File: src/rtl/rv32i_types_pkg.sv
// Shared RV32I front-end types: machine word, fetch FSM states and the
// fetch/execute latch layout.
package rv32i_types_pkg;

    typedef logic [31:0] word_t;

    // addi x0,x0,0 - what execute sees when the latch holds a bubble
    localparam word_t NOP_INSTR = 32'h0000_0013;

    typedef enum logic {
        FETCH = 1'b0,
        HOLD  = 1'b1
    } fetch_state_t;

    typedef struct packed {
        word_t instr;
        word_t pc;
        word_t pc4;
        logic  valid;
    } fd_latch_t;

    localparam fd_latch_t FD_RESET = '{instr: NOP_INSTR, pc: '0, pc4: '0, valid: 1'b0};

    function automatic word_t align_word(input word_t addr);
        return {addr[31:2], 2'b00};
    endfunction

endpackage

File: src/rtl/fetch_hold_buffer.sv
// Single-entry parking slot for a fetched word that execute could not take.
// Load/drain/flush act on the next edge; flush and drain take priority over load.
module fetch_hold_buffer
    import rv32i_types_pkg::*;
(
    input  logic  CLK,
    input  logic  nRST,
    input  logic  load,
    input  logic  drain,
    input  logic  flush,
    input  word_t load_instr,
    input  word_t load_pc,
    output logic  hold_vld,
    output word_t hold_instr,
    output word_t hold_pc
);

    always_ff @(posedge CLK or negedge nRST) begin
        if (!nRST) begin
            hold_vld   <= 1'b0;
            hold_instr <= NOP_INSTR;
            hold_pc    <= '0;
        end else if (flush || drain) begin
            hold_vld   <= 1'b0;
        end else if (load) begin
            hold_vld   <= 1'b1;
            hold_instr <= load_instr;
            hold_pc    <= load_pc;
        end
    end

endmodule

File: src/rtl/fetch_stage.sv
// PC owner and instruction fetch: one word/cycle on zero-wait memory into the fd latch.
// Bus address frozen while busy; execute stall parks a completed word and drops the request.
module fetch_stage
    import rv32i_types_pkg::*;
#(
    parameter word_t RESET_PC = 32'h0000_0200
) (
    input  logic  CLK,
    input  logic  nRST,
    output logic  imem_ren,
    output word_t imem_addr,
    input  word_t imem_rdata,
    input  logic  imem_busy,
    input  logic  ex_stall,
    input  logic  redirect,
    input  word_t redirect_addr,
    output word_t fd_instr,
    output word_t fd_pc,
    output word_t fd_pc4,
    output logic  fd_valid,
    output logic  fetch_misaligned
);

    fetch_state_t state_q, state_d;
    word_t        pc_q, pc_d;
    word_t        pend_pc_q, pend_pc_d;
    logic         kill_q, kill_d;
    logic         mis_q, mis_d;
    fd_latch_t    fd_q, fd_d;

    logic  hold_load, hold_drain, hold_flush;
    logic  hold_vld;
    word_t hold_instr, hold_pc;
    word_t target, pc_plus4;

    assign target   = align_word(redirect_addr);
    assign pc_plus4 = pc_q + 32'd4;

    fetch_hold_buffer u_hold (
        .CLK        (CLK),
        .nRST       (nRST),
        .load       (hold_load),
        .drain      (hold_drain),
        .flush      (hold_flush),
        .load_instr (imem_rdata),
        .load_pc    (pc_q),
        .hold_vld   (hold_vld),
        .hold_instr (hold_instr),
        .hold_pc    (hold_pc)
    );

    always_ff @(posedge CLK or negedge nRST) begin
        if (!nRST) begin
            state_q   <= FETCH;
            pc_q      <= RESET_PC;
            pend_pc_q <= RESET_PC;
            kill_q    <= 1'b0;
            mis_q     <= 1'b0;
            fd_q      <= FD_RESET;
        end else begin
            state_q   <= state_d;
            pc_q      <= pc_d;
            pend_pc_q <= pend_pc_d;
            kill_q    <= kill_d;
            mis_q     <= mis_d;
            fd_q      <= fd_d;
        end
    end

    always_comb begin
        state_d    = state_q;
        pc_d       = pc_q;
        pend_pc_d  = pend_pc_q;
        kill_d     = kill_q;
        mis_d      = mis_q;
        fd_d       = fd_q;
        hold_load  = 1'b0;
        hold_drain = 1'b0;
        hold_flush = 1'b0;

        if (redirect) begin
            mis_d = |redirect_addr[1:0];
        end

        case (state_q)
            FETCH: begin
                if (imem_busy) begin
                    // Address must stay put until the bus completes; remember the target instead.
                    if (redirect) begin
                        pend_pc_d   = target;
                        kill_d      = 1'b1;
                        fd_d.valid  = 1'b0;
                        fd_d.instr  = NOP_INSTR;
                    end else if (!ex_stall) begin
                        fd_d.valid  = 1'b0;
                        fd_d.instr  = NOP_INSTR;
                    end
                end else if (redirect) begin
                    pc_d        = target;
                    kill_d      = 1'b0;
                    fd_d.valid  = 1'b0;
                    fd_d.instr  = NOP_INSTR;
                end else if (kill_q) begin
                    pc_d   = pend_pc_q;
                    kill_d = 1'b0;
                    if (!ex_stall) begin
                        fd_d.valid = 1'b0;
                        fd_d.instr = NOP_INSTR;
                    end
                end else if (!ex_stall) begin
                    fd_d = '{instr: imem_rdata, pc: pc_q, pc4: pc_plus4, valid: 1'b1};
                    pc_d = pc_plus4;
                end else begin
                    hold_load = 1'b1;
                    pc_d      = pc_plus4;
                    state_d   = HOLD;
                end
            end
            HOLD: begin
                if (redirect) begin
                    hold_flush = 1'b1;
                    pc_d       = target;
                    fd_d.valid = 1'b0;
                    fd_d.instr = NOP_INSTR;
                    state_d    = FETCH;
                end else if (!ex_stall) begin
                    fd_d       = '{instr: hold_instr, pc: hold_pc, pc4: hold_pc + 32'd4, valid: hold_vld};
                    hold_drain = 1'b1;
                    state_d    = FETCH;
                end
            end
            default: state_d = FETCH;
        endcase
    end

    assign imem_ren         = nRST && (state_q == FETCH);
    assign imem_addr        = pc_q;
    assign fd_instr         = fd_q.instr;
    assign fd_pc            = fd_q.pc;
    assign fd_pc4           = fd_q.pc4;
    assign fd_valid         = fd_q.valid;
    assign fetch_misaligned = mis_q;

endmodule

File: config.mk
export PLATFORM = sky130hd
export DESIGN_NAME = fetch_stage
export DESIGN_NICKNAME = d
export VERILOG_FILES = /design/src/rtl/rv32i_types_pkg.sv /design/src/rtl/fetch_hold_buffer.sv /design/src/rtl/fetch_stage.sv
export SDC_FILE = /design/constraint.sdc
export NUM_CORES = 1
export LEC_CHECK = 0
export BUFFER_PORTS_ARGS = -buffer_cell sky130_fd_sc_hd__buf_2
export CAP_MARGIN = 30
export CORE_MARGIN = 1
export CORE_UTILIZATION = 35
export CTS_CLUSTER_SIZE = 25
export DETAILED_ROUTE_END_ITERATION = 12
export HOLD_SLACK_MARGIN = 0.1
export PLACE_DENSITY_LB_ADDON = 0.08
export SETUP_SLACK_MARGIN = 0.4
export SLEW_MARGIN = 40
export SYNTH_ARGS = -nofsm -noshare
export SYNTH_HDL_FRONTEND = slang
export SYNTH_SLANG_ARGS = --single-unit
File: constraint.sdc
create_clock -name CLK -period 2.2 [get_ports CLK]
set_clock_uncertainty 0.1 [all_clocks]
set_input_delay 0.33 -clock CLK [delete_from_list [all_inputs] [get_ports CLK]]
set_output_delay 0.33 -clock CLK [all_outputs]
set_load 0.01 [all_outputs]
==> metrics.txt <==
# TYPE chip_impl_metric gauge
chip_impl_info{name="status",value="finished, violations left"} 1
chip_impl_info{name="violated_checks",value="design-rule violations"} 1
chip_impl_info{name="synth_area_leader_cell",value="sky130_fd_sc_hd__dfrtp_1"} 1
chip_impl_metric{name="ff_latch_area",unit="um^2"} 5500
chip_impl_metric{name="post_synth_instance_area",unit="um^2"} 10500
chip_impl_metric{name="starting_density_of_the_core",unit="%"} 35.6
chip_impl_metric{name="multi_input_logic_area",unit="um^2"} 5310
chip_impl_metric{name="grt.overflow.total",unit=""} 0
chip_impl_metric{name="crit_required",unit="ns"} 2.50
chip_impl_metric{name="syn-mean-instance-area",unit="um^2"} 10.7
chip_impl_metric{name="fp.coreArea",unit="um^2"} 29600
chip_impl_info{name="holdPathEnd",value="fetch_misaligned"} 1
chip_impl_info{name="crit_slowest_cell",value="sky130_fd_sc_hd__or4_4"} 1
chip_impl_metric{name="timing_hold_violations_final",unit=""} 0
chip_impl_metric{name="layout_cell_share_with_drive_strength_beyond_1",unit="%"} 40.2
chip_impl_info{name="cp-start-kind",value="flip-flop"} 1
chip_impl_metric{name="detail_route.wirelength",unit="mm"} 34.2
chip_impl_metric{name="grt.total_usage",unit="%"} 21.9
chip_impl_metric{name="port-buffer-count",unit=""} 193
chip_impl_info{name="cts_tree",value="built"} 1
chip_impl_metric{name="whs_path_depth",unit=""} 3
chip_impl_metric{name="tns",unit="ns"} 0
chip_impl_metric{name="place_congestion",unit=""} 0.878
chip_impl_metric{name="vias_per_cell",unit=""} 5.16
chip_impl_metric{name="power.leakage",unit="uW"} 0.00668
chip_impl_metric{name="min_clock_period_post_route",unit="ns"} 2.04
chip_impl_metric{name="detailedRoute.firstIterationViolations",unit=""} 398
chip_impl_metric{name="r2r.worst_path.cells",unit=""} 5
chip_impl_metric{name="ctsHtreeMaxLevel",unit=""} 1
chip_impl_metric{name="net_count_final",unit=""} 1406
chip_impl_metric{name="timing.final.max_slew_violations",unit=""} 0
chip_impl_info{name="root_buffer",value="sky130_fd_sc_hd__clkbuf_16"} 1
chip_impl_info{name="worstReg2RegStart",value="imem_addr[9]"} 1
chip_impl_metric{name="antenna_found_initial",unit=""} 1
chip_impl_metric{name="synthesis.yosys.warnings",unit=""} 0
chip_impl_metric{name="post-synth-top-area-fraction",unit="%"} 50.1
chip_impl_metric{name="synth_cell_type_count",unit=""} 57
chip_impl_info{name="hp-class",value="in -> reg"} 1
chip_impl_metric{name="finalInstanceArea",unit="um^2"} 15000
chip_impl_metric{name="num_vias",unit=""} 8991
chip_impl_metric{name="dpl_cell_area",unit="um^2"} 12600
chip_impl_metric{name="yosysSeqAreaShare",unit="%"} 52.1
chip_impl_metric{name="chip_width",unit="um"} 176
chip_impl_metric{name="netlist_instances",unit=""} 989
chip_impl_metric{name="setup_viol_count_final",unit=""} 0
chip_impl_metric{name="avgRoutedWirePerCell",unit="um"} 19.6
chip_impl_metric{name="ioPinCount",unit=""} 200
chip_impl_info{name="crit_path_cell_trace",value="nand3_4 > or4_4 > nor4_4 > xnor2_2 > o211ai_1"} 1
chip_impl_metric{name="drt_first_pass_iters",unit=""} 8
chip_impl_metric{name="cts_buffer_depth",unit=""} 3
chip_impl_metric{name="achievable-frequency",unit="MHz"} 491
chip_impl_metric{name="grt_pass1_vias",unit=""} 9041
chip_impl_metric{name="worst_hold_slack",unit="ns"} 0.233
chip_impl_metric{name="grt_pass1_wl",unit="mm"} 52.5
chip_impl_metric{name="insertion_delay",unit="ns"} 0.53
chip_impl_metric{name="layout.filler_cells",unit=""} 2779
chip_impl_info{name="crit_path_end_kind",value="flip-flop"} 1
chip_impl_info{name="setup_repair_after_global_routing_missed_its_margin",value="true"} 1
chip_impl_metric{name="std_cell_rows",unit=""} 63
chip_impl_info{name="top_reg_cell_synth",value="sky130_fd_sc_hd__dfrtp_1"} 1
chip_impl_metric{name="cp.arrival",unit="ns"} 2.34
chip_impl_metric{name="peakVddDrop",unit="uV"} 636
chip_impl_metric{name="grt_start_max_net_pins",unit=""} 71
chip_impl_metric{name="pre_cts_slack",unit="ns"} 0.0759
chip_impl_metric{name="portion_of_the_clock_cycle_consumed_by_the_worst_path_in_the_final_layout",unit="%"} 92.6
chip_impl_info{name="synth.top_cells.by_area",value="sky130_fd_sc_hd__dfrtp_1, sky130_fd_sc_hd__mux2_2, sky130_fd_sc_hd__o21ai_0"} 1
chip_impl_metric{name="synth-edff-count",unit=""} 0
chip_impl_metric{name="yosys_reg_bits",unit=""} 219
chip_impl_metric{name="dpl.hpwl",unit="mm"} 23.4
chip_impl_metric{name="dieArea",unit="um^2"} 30800
chip_impl_metric{name="die-height",unit="um"} 176
chip_impl_metric{name="reg2reg_setup_slack",unit="ns"} 0.16
chip_impl_metric{name="share_of_flip_flops_with_an_asynchronous_set_or_reset_after_synthesis",unit="%"} 100
chip_impl_metric{name="clock_transition_at_the_register_clock_pins_on_the_worst_setup_and_hold_paths_after_cts",unit="ns"} 0.06
chip_impl_info{name="crit_type",value="reg -> reg"} 1
chip_impl_metric{name="cp_slowest_stage_delay",unit="ns"} 0.56
chip_impl_metric{name="area_growth",unit="%"} 42.3
chip_impl_metric{name="crit_path_max_fanout",unit=""} 3
chip_impl_metric{name="drt.antenna.violating_nets",unit=""} 0
chip_impl_metric{name="cell_area_power_density",unit="nW/um^2"} 908
chip_impl_metric{name="timing.final.ws_setup",unit="ns"} 0.164
chip_impl_info{name="worstHoldStart",value="redirect"} 1
chip_impl_info{name="regToRegEndpoint",value="fd_pc4[26]"} 1
chip_impl_metric{name="cts_inserted_buffers",unit=""} 25
chip_impl_metric{name="cts.sink_count",unit=""} 219
chip_impl_metric{name="drc",unit=""} 4
chip_impl_metric{name="max-cap-violations",unit=""} 0
-- cell families after synthesis --
| group | share of synthesized area, % |
|---|---|
| buffers and inverters | 3.52 |
| XOR/XNOR | 3.82 |
| flip-flops | 52.1 |
| adder cells (fa/ha/maj) | 0.237 |
| other | 0.0356 |
| AND/OR/NAND/NOR | 13.2 |
| multiplexers | 13.5 |
| AO/OA/AOI/OAI | 13.6 |
-- stage by stage --
stage                     util [%]  power (uW)  std cells
after global placement        42.4        9250       1590
final                         50.6       13600       1743
after global routing          50.6       14400       1743
after detailed placement      42.4        9300       1590
after CTS                     49.1       13600       1725
after floorplan                  -        7590        994
-- critical path, delay by kind of cell, from the launching register on --
kind	cells	cell delay [ns]
DFF	1	0.55
xor gates and xnor gates	1	0.15
AOI/OAI and AO/OA	1	0.11
and+or+nand+nor	3	0.99
-- cell type report --
| type | count | area share, % |
|---|---|---|
| flip-flops and latches | 219 | 36.6 |
| multi-input cells | 687 | 35.4 |
| repair buffers | 393 | 19.5 |
| clock buffers | 41 | 4.70 |
| well taps | 390 | 3.25 |
| clock inverters | 3 | 0.292 |
| inverters | 9 | 0.225 |
| diodes | 1 | 0.0167 |
-- power breakdown --
group          total (uW)  switching [uW]  internal [uW]
Combinational        4050            2110           1940
Sequential           5620             638           4990
Clock                3940            1650           2290
Total               13600            4410           9210
-- sequential cells by signal, indices dropped and copies added, names as in the netlist, 30 cells and up --
| name | count |
|---|---|
| fd_pc4 | 30 |
| u_hold.hold_pc | 30 |
| fd_instr | 32 |
| fd_pc | 30 |
| pend_pc_q | 30 |
| imem_addr | 30 |
| u_hold.hold_instr | 32 |
-- repair_timing --
action                                  CTS  global route
hold endpoints to repair                186             0
pin swaps                                17            33
setup buffers                            22            15
hold buffers                             67             0
endpoints found under the setup margin   87           141
gates resized for setup                  68            72
cloned                                    2             2
-- worst max path at each step --
stage	from	endpoint	slack, ns	cells after the start
2_1_floorplan	imem_addr[9]	fd_pc4[31]	0.12	5
3_3_place_gp	imem_addr[2]	fd_pc4[26]	0.11	6
3_5_place_dp	imem_addr[2]	imem_addr[26]	0.08	6
4_1_cts	imem_addr[9]	fd_pc4[26]	0.16	5
5_1_grt	imem_addr[9]	fd_pc4[29]	0.06	6
6_report	imem_addr[9]	fd_pc4[26]	0.16	5
-- per-layer routing --
metal / up-vias / GRT usage (%) / part of all wire (%)
met2: 238 / 35.7 / 47
met5: - / 0 / 0
li1: 4267 / - / -
met4: 0 / 5.40 / 2.5
met1: 4437 / 30.5 / 45
met3: 49 / 3.31 / 5.1
-- synthesized netlist by cell type, types with 5 or more instances --
library cell and n:
sky130_fd_sc_hd__xor2_1 23, sky130_fd_sc_hd__clkbuf_1 59, sky130_fd_sc_hd__xnor2_1 23, sky130_fd_sc_hd__dfstp_2 8, sky130_fd_sc_hd__o22ai_1 8, sky130_fd_sc_hd__nand2b_1 9
sky130_fd_sc_hd__nor3_1 8, sky130_fd_sc_hd__mux2i_1 41, sky130_fd_sc_hd__o31a_1 6, sky130_fd_sc_hd__nand4_1 16, sky130_fd_sc_hd__a22oi_1 31, sky130_fd_sc_hd__o21ai_0 103
sky130_fd_sc_hd__mux2_2 90, sky130_fd_sc_hd__nor4_1 14, sky130_fd_sc_hd__o211ai_1 11, sky130_fd_sc_hd__buf_4 6, sky130_fd_sc_hd__o221ai_1 5, sky130_fd_sc_hd__a21oi_1 21
sky130_fd_sc_hd__inv_1 9, sky130_fd_sc_hd__nand3_1 25, sky130_fd_sc_hd__nor2b_1 6, sky130_fd_sc_hd__and3_1 19, sky130_fd_sc_hd__a221o_1 5, sky130_fd_sc_hd__dfrtp_1 211
sky130_fd_sc_hd__a221oi_1 16, sky130_fd_sc_hd__nor2_1 34, sky130_fd_sc_hd__buf_2 8, sky130_fd_sc_hd__nand2_1 123
-- placed cells by master (no fill, tap or decap), types with 8 or more instances in the layout --
cell type                       instances
sky130_fd_sc_hd__dfrtp_1              206
sky130_fd_sc_hd__xor2_1                 8
sky130_fd_sc_hd__buf_6                 21
sky130_fd_sc_hd__a21oi_1               20
sky130_fd_sc_hd__a22oi_1               31
sky130_fd_sc_hd__o21ai_0               70
sky130_fd_sc_hd__mux2i_1               41
sky130_fd_sc_hd__nor2_1                29
sky130_fd_sc_hd__buf_12                10
sky130_fd_sc_hd__dlygate4sd3_1         67
sky130_fd_sc_hd__dfstp_2                8
sky130_fd_sc_hd__nand3_1               15
sky130_fd_sc_hd__buf_4                 99
sky130_fd_sc_hd__nand2b_1               8
sky130_fd_sc_hd__o21ai_1               28
sky130_fd_sc_hd__o211ai_1              11
sky130_fd_sc_hd__nor4_1                 8
sky130_fd_sc_hd__inv_1                  9
sky130_fd_sc_hd__a221oi_1              16
sky130_fd_sc_hd__buf_2                190
sky130_fd_sc_hd__xnor2_1               16
sky130_fd_sc_hd__nand4_1               16
sky130_fd_sc_hd__o22ai_1                8
sky130_fd_sc_hd__and3_1                19
sky130_fd_sc_hd__clkbuf_1              14
sky130_fd_sc_hd__nand2_1              119
sky130_fd_sc_hd__xor2_2                 9
sky130_fd_sc_hd__clkbuf_16             26
sky130_fd_sc_hd__mux2_2                90
Power figures use the tool's default switching activity.
